File: config.mk
export PLATFORM = sky130hd
export DESIGN_NAME = multi_seq_ctrl
export DESIGN_NICKNAME = d
export VERILOG_FILES = /design/src/rtl/multi_seq_ctrl.sv
export SDC_FILE = /design/constraint.sdc
export NUM_CORES = 1
export LEC_CHECK = 0
export ABC_AREA = 1
export BUFFER_PORTS_ARGS = -buffer_cell sky130_fd_sc_hd__buf_2
export CAP_MARGIN = 0
export CORE_MARGIN = 2
export CORE_UTILIZATION = 53
export DETAILED_ROUTE_END_ITERATION = 10
export PLACE_DENSITY = 0.75
export RECOVER_POWER = 25
export SYNTH_ARGS = -nofsm -noshare
export SYNTH_HDL_FRONTEND = slang
export SYNTH_SLANG_ARGS = --single-unit
File: constraint.sdc
create_clock -name clk_i -period 3.4 [get_ports clk_i]
set_clock_uncertainty 0.1 [all_clocks]
set_input_delay 0.51 -clock clk_i [delete_from_list [all_inputs] [get_ports clk_i]]
set_output_delay 0.51 -clock clk_i [all_outputs]
set_load 0.005 [all_outputs]
File: src/rtl/multi_seq_ctrl.sv
// Operand sequencer around the serial shift-add multiplier: queues operand pairs,
// frames each multiplier run, and holds the product on a valid/ready result port.
module multi_seq_ctrl #(
  parameter int WIDTH      = 16,
  parameter int DEPTH      = 4,
  parameter int MUL_CYCLES = 16
) (
  input  logic                         clk_i,
  input  logic                         rst_i,
  input  logic                         in_valid_i,
  output logic                         in_ready_o,
  input  logic [WIDTH-1:0]             in_a_i,
  input  logic [WIDTH-1:0]             in_b_i,
  output logic [WIDTH-1:0]             mul_a_o,
  output logic [WIDTH-1:0]             mul_b_o,
  output logic                         mul_rst_o,
  input  logic [WIDTH-1:0]             mul_y_i,
  output logic                         out_valid_o,
  input  logic                         out_ready_i,
  output logic [WIDTH-1:0]             res_o,
  output logic                         busy_o,
  output logic [$clog2(DEPTH+1)-1:0]   level_o
);

  localparam int PTR_W = $clog2(DEPTH);
  localparam int LVL_W = $clog2(DEPTH + 1);
  localparam int CNT_W = $clog2(MUL_CYCLES + 1);

  typedef enum logic [1:0] {IDLE, LOAD, RUN, DONE} state_t;

  state_t             state_reg;
  logic [WIDTH-1:0]   mem_a_reg [DEPTH];
  logic [WIDTH-1:0]   mem_b_reg [DEPTH];
  logic [PTR_W-1:0]   wr_ptr_reg;
  logic [PTR_W-1:0]   rd_ptr_reg;
  logic [LVL_W-1:0]   level_reg;
  logic               avail_reg;
  logic [CNT_W-1:0]   cnt_reg;
  logic [WIDTH-1:0]   mul_a_reg;
  logic [WIDTH-1:0]   mul_b_reg;
  logic               mul_rst_reg;
  logic               out_valid_reg;
  logic [WIDTH-1:0]   res_reg;
  logic               push;
  logic               pop;
  logic               fifo_nonempty;

  assign fifo_nonempty = (level_reg != '0);
  assign in_ready_o    = (level_reg != LVL_W'(DEPTH));
  assign push          = in_valid_i && in_ready_o;

  // IDLE launches one cycle after the FIFO is seen non-empty, which fixes the
  // accept-to-result latency at MUL_CYCLES+3 regardless of when the word arrived.
  always_comb begin
    pop = 1'b0;
    case (state_reg)
      IDLE:    pop = avail_reg && fifo_nonempty;
      DONE:    pop = out_ready_i && fifo_nonempty;
      default: pop = 1'b0;
    endcase
  end

  always_ff @(posedge clk_i) begin
    if (push) begin
      mem_a_reg[wr_ptr_reg] <= in_a_i;
      mem_b_reg[wr_ptr_reg] <= in_b_i;
    end
  end

  always_ff @(posedge clk_i) begin
    if (rst_i) begin
      wr_ptr_reg <= '0;
      rd_ptr_reg <= '0;
      level_reg  <= '0;
      avail_reg  <= 1'b0;
    end else begin
      if (push) wr_ptr_reg <= wr_ptr_reg + 1'b1;
      if (pop)  rd_ptr_reg <= rd_ptr_reg + 1'b1;
      case ({push, pop})
        2'b10:   level_reg <= level_reg + 1'b1;
        2'b01:   level_reg <= level_reg - 1'b1;
        default: level_reg <= level_reg;
      endcase
      avail_reg <= fifo_nonempty;
    end
  end

  always_ff @(posedge clk_i) begin
    if (rst_i) begin
      state_reg     <= IDLE;
      cnt_reg       <= '0;
      mul_a_reg     <= '0;
      mul_b_reg     <= '0;
      mul_rst_reg   <= 1'b1;
      out_valid_reg <= 1'b0;
      res_reg       <= '0;
    end else begin
      case (state_reg)
        IDLE: begin
          mul_rst_reg <= 1'b1;
          if (pop) begin
            mul_a_reg <= mem_a_reg[rd_ptr_reg];
            mul_b_reg <= mem_b_reg[rd_ptr_reg];
            state_reg <= LOAD;
          end
        end
        LOAD: begin
          // Multiplier has sampled the operands while held in reset; release it.
          mul_rst_reg <= 1'b0;
          cnt_reg     <= '0;
          state_reg   <= RUN;
        end
        RUN: begin
          cnt_reg <= cnt_reg + 1'b1;
          if (cnt_reg == CNT_W'(MUL_CYCLES - 1)) begin
            res_reg       <= mul_y_i;
            out_valid_reg <= 1'b1;
            mul_rst_reg   <= 1'b1;
            state_reg     <= DONE;
          end
        end
        DONE: begin
          mul_rst_reg <= 1'b1;
          if (out_ready_i) begin
            out_valid_reg <= 1'b0;
            if (pop) begin
              mul_a_reg <= mem_a_reg[rd_ptr_reg];
              mul_b_reg <= mem_b_reg[rd_ptr_reg];
              state_reg <= LOAD;
            end else begin
              state_reg <= IDLE;
            end
          end
        end
        default: state_reg <= IDLE;
      endcase
    end
  end

  assign mul_a_o     = mul_a_reg;
  assign mul_b_o     = mul_b_reg;
  assign mul_rst_o   = mul_rst_reg;
  assign out_valid_o = out_valid_reg;
  assign res_o       = res_reg;
  assign busy_o      = (state_reg != IDLE);
  assign level_o     = level_reg;

endmodule

==> results.md <==
- Status: finished, final reports clean
- # setup viols final: 0
- GRT Residual Overflow: 0
- RSZ-0062 raised after global routing: false
- Hold Buf Count CTS: 0
- Share of cells above drive strength 1: 15.5%
- Synthesis Warnings: 0
- Total CTS buffers: 17
- Initial Util: 54.5%
- Min Tclk post-route: roughly 2.7 ns
- Clock Tree Buf Depth: 2
- Area Overhead vs Synth: 16.2%
- Netlist cell types: 27
- Synthesized flop and latch total: approximately 200
- Vias per cell: 4.98
- Core Region: between 10000 and 15000 µm²
- Setup TNS: 0 ns
- DPL Wire Length: 8.82 mm
- P_leak: 3.56 nW
- Die area: between 15000 and 20000 µm²
- CTS sink cnt: 195
- Post-CTS Setup Bufs: 0
- Max Fclk: 377 MHz
- Pwr dens: ~700 nW/µm²
- Initial antenna violation count: 0
- Comb power frac: a little under a quarter
- Max-capacitance violation count: 0
- Final period utilization: 78.1%
- Wire per inst: 13.9 µm
- Drt pass-1 iters: 4
- Final ANT Viol Nets: 0
- Seq/Total Area, Yosys: 68.0%
- Port Buf Inserts: 106
- Layout Cells excl Fill: 1036
- DRC violations left: 0
- First-pass GRT wire length: 23.0 mm
- Slew @ Worst Pin: ~0.98 ns
- Routed wire length: 14.4 mm
- Min-Delay Path Class: in -> reg
- Antenna diode count: 0
- Fill count: 1151
- Synth Net Count: 808
- Clk pwr share: 29.7%
- Gpl congestion: 0.738
- Net Sw Frac: between 30% and 40%
- Crit Path Max Fanout: 7
- DR vias: about 5200
- Kind of critical path: reg -> reg
- Worst IR Drop VDD: 0.000387 V
- DIE WIDTH: 124 µm
- Worst-Skew Late Latency: 0.42 ns
- Required time at the worst-slack endpoint: between 3 and 4 ns
- Pin count of the biggest net entering global routing: 65
- Syn Std Cell Area: 7630 µm²
- Sequential power share: 47.5%
- PostCTS Resize Cnt: 0
- Pint: 4.31 mW
- Die height: 124 µm
- Root buf cell: clkbuf_16
- Final Hold Vio Count: 0
- Clock Pin Slew Worst Setup and Hold Paths: 0.07 ns
- Syn avg cell area: 10.3 µm²
- Reg2reg setup slack: around 0.75 ns
- Max-slew headroom: between 30% and 40%
- # rows: 43
- Critical Path Source Type: flop
- Gr usage total: approximately 20%
- Fin. max-slew vios: 0
- Placed cells: 1004
- Sw Pwr: 1.88 mW
- Htree depth: 4
- Synth Instances: 743
- CP arrival: 2.86 ns
- DRT iter0 DRCs: 401
- Crit path capture type: flop
- Nets: 908
- # IOs: about 110
- Vias in the first global route: 4799
- CTS tree: done
[stage by stage]
step	area (µm²)	setup slack, ns	util (%)	hold WS, ns	total power [mW]
2_1_floorplan	7630	0.796	-	0.345	3.96
3_3_place_gp	8360	0.846	59.7	0.355	4.36
3_5_place_dp	8360	0.752	59.7	0.368	4.41
4_1_cts	8900	0.755	63.6	0.176	6.25
5_1_grt	8860	0.438	63.4	0.207	6.58
6_report	8860	0.746	63.4	0.208	6.18
[cell type report]
class | instances | area (µm²) | area share, %
flip-flops and latches | 195 | 5190 | 58.5
multi-input cells | 453 | 2080 | 23.5
repair buffers | 117 | 606 | 6.83
clock buffers | 18 | 429 | 4.84
well taps | 180 | 225 | 2.54
inverters | 59 | 221 | 2.50
clock inverters | 14 | 113 | 1.27
[worst paths after layout]
path           startpoint          endpoint  cells after the start
min reg2reg   out_valid_o       out_valid_o                      2
max reg2reg  state_reg[0]        level_o[2]                     12
max          state_reg[0]        level_o[2]                     12
min            in_b_i[15]  mem_b_reg[2][15]                      1
[layer usage]
| layer | global-route usage [%] | vias to the layer above | part of all wire, % |
|---|---|---|---|
| li1 | - | 2656 | - |
| met1 | 24.6 | 2367 | 44 |
| met2 | 33.8 | 119 | 49 |
| met3 | 4.90 | 14 | 5.8 |
| met4 | 7.65 | 0 | 1.3 |
| met5 | 0 | - | 0 |
[cells in the final DEF, fill, tap and decap left out, drive strengths merged, types with 3 or more instances in the layout]
| cell type | Yosys | routed |
|---|---|---|
| a21oi | 18 | 18 |
| buf | 13 | 91 |
| clkbuf | 23 | 44 |
| clkinv | 1 | 9 |
| clkinvlp | 0 | 3 |
| dfxtp | 67 | 67 |
| edfxtp | 128 | 128 |
| ha | 12 | 12 |
| inv | 58 | 60 |
| nand2 | 79 | 79 |
| nand3 | 3 | 3 |
| nor2 | 205 | 205 |
| nor3 | 6 | 6 |
| o21ai | 124 | 124 |
[critical path: stages (launching register included)]
cell and delay [ns]:
dfxtp_1 0.40, inv_1 0.11, ha_1 0.40, nor2_2 0.18, nand2_2 0.09, nor2_4 0.17, ha_1 0.17, inv_1 0.07
fa_1 0.37, a21oi_1 0.15, o21ai_0 0.11, o21ai_0 0.15, a21oi_1 0.06
[Yosys cell counts, drive strengths merged]
cell type  number  area share [%]
inv            58             2.9
nand2          79             3.9
nand4           1           0.082
nand3b          1           0.098
fa              1            0.26
ha             12             2.0
clkbuf         23             1.1
nor3            6            0.39
a21oi          18             1.2
o211ai          1           0.098
clkinv          1           0.049
o21ai         124             8.3
edfxtp        128              50
nor2          205              10
a31oi           1           0.082
nand3           3            0.20
dfxtp          67              18
buf            13             1.0
a311o           1            0.13
[logic make-up after synthesis]
family	Yosys count	share of synthesized area, %
AOI/OAI and AO/OA	145	9.78
adders and majority gates	13	2.23
DFF	195	68.0
buffers and inverters	95	5.09
and+or+nand+nor	295	14.9
[power groups by stage]
stage	Clock (mW)	Sequential (mW)	Combinational [mW]
CTS	1.87	2.94	1.44
finish	1.83	2.93	1.41
global placement	0	2.98	1.38
floorplan	0	2.98	0.980
detailed placement	0	2.99	1.42
global route	1.96	2.96	1.66
No activity file was read; power rests on OpenSTA's default activity.
